[config.mk]
export PLATFORM = sky130hd
export DESIGN_NAME = text_overlay_ctrl
export DESIGN_NICKNAME = d
export VERILOG_FILES = /design/src/rtl/text_overlay_ctrl.sv
export SDC_FILE = /design/constraint.sdc
export NUM_CORES = 1
export LEC_CHECK = 0
export CAP_MARGIN = 15
export CORE_MARGIN = 3
export CORE_UTILIZATION = 35
export CTS_BUF_LIST = sky130_fd_sc_hd__clkbuf_8
export DETAILED_ROUTE_END_ITERATION = 8
export PLACE_DENSITY = 0.63
export SLEW_MARGIN = 5
export SYNTH_ARGS = -nofsm -noshare
export SYNTH_HDL_FRONTEND = slang
export SYNTH_SLANG_ARGS = --single-unit
[constraint.sdc]
create_clock -name clk -period 2.8 [get_ports clk]
set_input_delay 0.84 -clock clk [delete_from_list [all_inputs] [get_ports clk]]
set_output_delay 0.84 -clock clk [all_outputs]
set_load 0.01 [all_outputs]
[src/rtl/text_overlay_ctrl.sv]
// rtl/text_overlay_ctrl.sv - end-of-game text overlay sequencer
// Owns the character buffer write port; every write and overlay edge lands in vertical blanking.
module text_overlay_ctrl #(
  parameter int         MSG_COL    = 2,
  parameter int         MSG_ROW    = 7,
  parameter logic [7:0] BLANK_CHAR = 8'h20
) (
  input  logic       clk,
  input  logic       rst_n,
  input  logic       vblnk,
  input  logic       endgame,
  input  logic       endgame2,
  input  logic       restart,
  output logic       wr_en,
  output logic [7:0] wr_addr,
  output logic [7:0] wr_data,
  output logic       overlay_en,
  output logic       busy
);

  typedef enum logic [2:0] {
    S_CLEAR,
    S_IDLE,
    S_WRITE,
    S_SHOW,
    S_HIDE
  } state_t;

  localparam logic [1:0] MSG_P1   = 2'd0;
  localparam logic [1:0] MSG_P2   = 2'd1;
  localparam logic [1:0] MSG_DRAW = 2'd2;

  localparam logic [7:0] LAST_CLEAR = 8'd255;
  localparam logic [7:0] LAST_CHAR  = 8'd12;
  localparam logic [3:0] COL0       = 4'(MSG_COL);
  localparam logic [3:0] ROW        = 4'(MSG_ROW);

  state_t     state_q, state_d;
  logic [7:0] idx_q, idx_d;
  logic       armed_q, armed_d;
  logic [1:0] msg_q, msg_d;

  logic       wr_en_q, wr_en_d;
  logic [7:0] wr_addr_q, wr_addr_d;
  logic [7:0] wr_data_q, wr_data_d;
  logic       overlay_q, overlay_d;
  logic       busy_q, busy_d;

  // 13-character message table; the player digit is the only difference between the win texts
  function automatic logic [7:0] msg_char(input logic [1:0] sel, input logic [3:0] k);
    logic [7:0] c;
    c = 8'h20;
    if (sel == MSG_DRAW) begin
      case (k)
        4'd4:    c = "D";
        4'd5:    c = "R";
        4'd6:    c = "A";
        4'd7:    c = "W";
        default: c = 8'h20;
      endcase
    end else begin
      case (k)
        4'd0:    c = "P";
        4'd1:    c = "L";
        4'd2:    c = "A";
        4'd3:    c = "Y";
        4'd4:    c = "E";
        4'd5:    c = "R";
        4'd7:    c = (sel == MSG_P2) ? "2" : "1";
        4'd9:    c = "W";
        4'd10:   c = "I";
        4'd11:   c = "N";
        4'd12:   c = "S";
        default: c = 8'h20;
      endcase
    end
    return c;
  endfunction

  always_ff @(posedge clk or negedge rst_n) begin
    if (!rst_n) begin
      state_q   <= S_CLEAR;
      idx_q     <= 8'd0;
      armed_q   <= 1'b0;
      msg_q     <= MSG_P1;
      wr_en_q   <= 1'b0;
      wr_addr_q <= 8'd0;
      wr_data_q <= 8'd0;
      overlay_q <= 1'b0;
      busy_q    <= 1'b1;
    end else begin
      state_q   <= state_d;
      idx_q     <= idx_d;
      armed_q   <= armed_d;
      msg_q     <= msg_d;
      wr_en_q   <= wr_en_d;
      wr_addr_q <= wr_addr_d;
      wr_data_q <= wr_data_d;
      overlay_q <= overlay_d;
      busy_q    <= busy_d;
    end
  end

  always_comb begin
    state_d = state_q;
    idx_d   = idx_q;
    armed_d = armed_q;
    msg_d   = msg_q;
    case (state_q)
      S_CLEAR: begin
        if (vblnk) begin
          idx_d = idx_q + 8'd1;
          if (idx_q == LAST_CLEAR) state_d = S_IDLE;
        end
      end
      S_IDLE: begin
        // Arming requires both inputs seen low, so a level still held from the last game cannot retrigger
        if (!endgame && !endgame2) begin
          armed_d = 1'b1;
        end else if (armed_q) begin
          if (endgame && endgame2) msg_d = MSG_DRAW;
          else if (endgame)        msg_d = MSG_P1;
          else                     msg_d = MSG_P2;
          armed_d = 1'b0;
          idx_d   = 8'd0;
          state_d = S_WRITE;
        end
      end
      S_WRITE: begin
        if (vblnk) begin
          idx_d = idx_q + 8'd1;
          if (idx_q == LAST_CHAR) state_d = S_SHOW;
        end
      end
      S_SHOW: begin
        if (!endgame && !endgame2) armed_d = 1'b1;
        if (restart) state_d = S_HIDE;
      end
      S_HIDE: begin
        if (vblnk) begin
          idx_d   = 8'd0;
          state_d = S_CLEAR;
        end
      end
      default: state_d = S_CLEAR;
    endcase
  end

  always_comb begin
    wr_en_d   = 1'b0;
    wr_addr_d = wr_addr_q;
    wr_data_d = wr_data_q;
    overlay_d = overlay_q;
    busy_d    = (state_d == S_CLEAR) || (state_d == S_WRITE) || (state_d == S_HIDE);
    case (state_q)
      S_CLEAR: begin
        if (vblnk) begin
          wr_en_d   = 1'b1;
          wr_addr_d = idx_q;
          wr_data_d = BLANK_CHAR;
        end
      end
      S_WRITE: begin
        if (vblnk) begin
          wr_en_d   = 1'b1;
          wr_addr_d = {COL0 + idx_q[3:0], ROW};
          wr_data_d = msg_char(msg_q, idx_q[3:0]);
        end
      end
      S_SHOW: begin
        if (vblnk) overlay_d = 1'b1;
      end
      S_HIDE: begin
        if (vblnk) overlay_d = 1'b0;
      end
      default: ;
    endcase
  end

  assign wr_en      = wr_en_q;
  assign wr_addr    = wr_addr_q;
  assign wr_data    = wr_data_q;
  assign overlay_en = overlay_q;
  assign busy       = busy_q;

endmodule

==> results.md <==
* Run status: complete, no violations
* Post-detailed-routing wire length at 3.86 mm
* Synthesis warning total at 0
* Cell taking the most area after synthesis: sky130_fd_sc_hd__dfrtp_1
* Total iterations of the first detailed-routing run at 4
* Slew Limit Fails at 0
* Syn Inst Count at approximately 200
* Number of gates resized after cts at 0
* Cell at the root of the clock tree: sky130_fd_sc_hd__clkbuf_8
* Pin count of the biggest net entering global routing at 33
* Sort of element at the end of the critical path: register
* Fraction of layout cells with a size suffix above 1 at slightly below 7%
* Highest net fanout along the worst path at 7
* CTS sink cnt at 32
* Total power of the final layout at 1.81 mW
* Clock skew at 0.00503 ns
* Reg area at 802 sq um
* Overall Global Routing Usage at 14.3%
* Total area of multi-input combinational cells at 881 sq um
* Proportion of netlist area held by the largest area contributor at a little over two fifths
* Total negative slack at 0 ns
* Unrepaired setup endpoints after global routing: false
* Final critical path time including I/O delays and setup at 2.19 ns
* Vias per Instance at ~5.3
* Pwr Density at 841 nW/um^2
* Post-detailed-route count of antenna-violating nets at 0
* Antenna cells at 0
* Hold Vio Cnt, Final at 0
* Most frequent standard cell in the layout excluding fill and tap cells: sky130_fd_sc_hd__dfrtp_1
* Max incr delay on CP at approximately 0.61 ns
* Iteration-0 DRC Markers at 96
* Most used flip-flop cell after synthesis: sky130_fd_sc_hd__dfrtp_1
* Syn Nets at slightly above 200
* Relative slew slack at 52.1%
* Maximum clock insertion buffer count at 2
* Leakage dissipation at between 0.9 and 1 nW
* Number of global-route vias before repair at 1,452
* TritonCTS clock tree: built
* Count of input and output buffers at 23
* Commonest cells after routing, fill and taps aside: sky130_fd_sc_hd__dfrtp_1, sky130_fd_sc_hd__nand2_1, sky130_fd_sc_hd__o21ai_0
* Start-to-end type of the worst setup path: input port to register
* Fraction of the cycle the final worst path needs at 78.3%
* Category of the worst setup path launch point: input port
* Sequential fraction of the synthesis area at 45.3%
* Crit path buffers/inverters at 1
* Worst endpoint data arrival time at roughly 2.4 ns
* Max Cap Viol at 0
* Post-synthesis to final-layout area growth at 21.3%
* Most area-consuming cells after synthesis: sky130_fd_sc_hd__dfrtp_1, sky130_fd_sc_hd__o21ai_0, sky130_fd_sc_hd__nand2_1
* Register clock-pin slew on the reported worst setup and hold paths at 0.07 ns
* Data required, critical path at 2.98 ns
* Number of buffers inserted by hold repair at cts at 0
* Full die area at a little under 6000 sq um
* Initial core utilization at 36.7%
* DR WL/cell at between 10 and 15 um
* Via count at 1,497
* Total of endpoints with negative setup slack in the final report at 0
* Global-route wire length before repair at 6.89 mm
* Core Rows at 25
* Clock latency reported for the late side of the worst-skew pair at 0.28 ns
* CTS H-tree depth at 2
* Last weighted congestion value of the routability-driven placer at approximately 0.77
* Synth async-reset ratio at 100%
* Overall die width at slightly below 80 um
* Ordered cell list for the critical path: clkdlybuf4s50_1, nor3b_2, o311ai_1, o22a_1
* EDFF count, synth at 0
* Library cell contributing the largest single delay on the critical path: sky130_fd_sc_hd__clkdlybuf4s50_1
* Hpwl dp at 2.60 mm
* Reg-to-reg slack, setup at roughly 0.88 ns
* Mean instance size in the synthesized netlist at about 9.1 sq um
* Overall overflow remaining after global route at 0
* Number of synthesized register bits at 32
* Core Box Area at 4820 sq um
* Height of the chip at around 77 um
* Count of fill cells added during filler insertion at 510
* Post-CTS Setup Repair Bufs at 0
* Number of DRC violations after detailed routing at 0
* Category of cells accounting for the largest share of critical-path delay: buffers and inverters
* Number of distinct library cells after synthesis at 46
* Maximum clock frequency at 456 MHz
* Initial antenna violation count at 0
* Worst Max-Slew Pin Slew at about 0.72 ns
* Worst min path class: register to register
* CTS Buf Count at 5
* Number of top-level pins at 25
* Final nets at 226
* VDD IR max at roughly 0.23 mV
* Post-Synthesis Cell Area at between 1500 and 2000 sq um
## worst register-to-register path: cells and delay by family, from the launching register on
family	cells	cell delay [ns]
AO/OA/AOI/OAI	1	0.23
AND/OR/NAND/NOR	3	1.06
flip-flops	1	0.57
## synth_stat cells, types with 4 or more instances
master,n
sky130_fd_sc_hd__nor2_1,12
sky130_fd_sc_hd__dfrtp_1,31
sky130_fd_sc_hd__nand3_1,6
sky130_fd_sc_hd__nand2b_1,6
sky130_fd_sc_hd__clkbuf_1,5
sky130_fd_sc_hd__ha_1,5
sky130_fd_sc_hd__a32o_1,5
sky130_fd_sc_hd__o31ai_1,4
sky130_fd_sc_hd__nand2_1,30
sky130_fd_sc_hd__nand3b_1,4
sky130_fd_sc_hd__inv_1,4
sky130_fd_sc_hd__a21oi_1,6
sky130_fd_sc_hd__nor3_1,4
sky130_fd_sc_hd__o21ai_0,30
## where the power goes
group | switching, mW | leakage [nW] | internal [mW]
logic | 0.287 | 0.455 | 0.335
registers | 0.179 | 0.391 | 0.575
clock network | 0.169 | 0.0593 | 0.260
total | 0.635 | 0.905 | 1.17
## per-stage QoR
stage	setup slack (ns)	cell area, sq um	cells	hold WS (ns)	util, %
5_1_grt	0.445	2150	283	0.510	44.5
6_report	0.607	2150	283	0.465	44.5
2_1_floorplan	1.04	1770	195	0.462	-
4_1_cts	0.604	2150	283	0.471	44.5
3_5_place_dp	0.299	2040	275	0.455	42.3
3_3_place_gp	0.362	2040	275	0.450	42.3
## logic make-up (layout without fill, tap and decap cells)
| logic type | after synthesis | after routing | share of synthesized area (%) |
|---|---|---|---|
| buffers and inverters | 18 | 39 | 4.88 |
| AO/OA/AOI/OAI | 60 | 60 | 22.6 |
| adder cells (fa/ha/maj) | 5 | 5 | 3.54 |
| flip-flops | 32 | 32 | 45.3 |
| AND/OR/NAND/NOR | 74 | 74 | 20.7 |
| multiplexers | 4 | 4 | 2.33 |
| other | 1 | 1 | 0.212 |
| XOR/XNOR | 1 | 1 | 0.495 |
## state kept, by name, indices dropped and copies added, names as in the netlist
register / count
armed_q: 1
overlay_en: 1
state_q: 3
busy: 1
msg_q: 2
wr_data: 7
idx_q: 8
wr_en: 1
wr_addr: 8
## per-layer routing
| metal | GRT usage, % | wire length (um) |
|---|---|---|
| met1 | 18.8 | 1890 |
| met2 | 22.6 | 1770 |
| met3 | 4.11 | 188 |
| met4 | 5.16 | 14 |
| met5 | 0 | 0 |
## path summary, 6_finish.rpt
check | startpoint | to | cells after the start
min in group asynchronous | rst_n | wr_addr[5] | 2
hold / removal | wr_addr[2] | wr_addr[2] | 2
max in group asynchronous | rst_n | busy | 2
hold reg to reg | wr_addr[2] | wr_addr[2] | 2
setup reg to reg | state_q[1] | idx_q[4] | 4
setup / recovery | vblnk | wr_data[5] | 4
## layout make-up
type / instances / share of cell area [%]
clock inverter: 3 / 1.81
timing repair buffer: 26 / 11.8
tap: 67 / 3.91
clock buffer: 5 / 3.21
multi-input combinational: 145 / 41.0
inverter: 5 / 0.875
sequential: 32 / 37.4
Power figures use the tool's default switching activity.
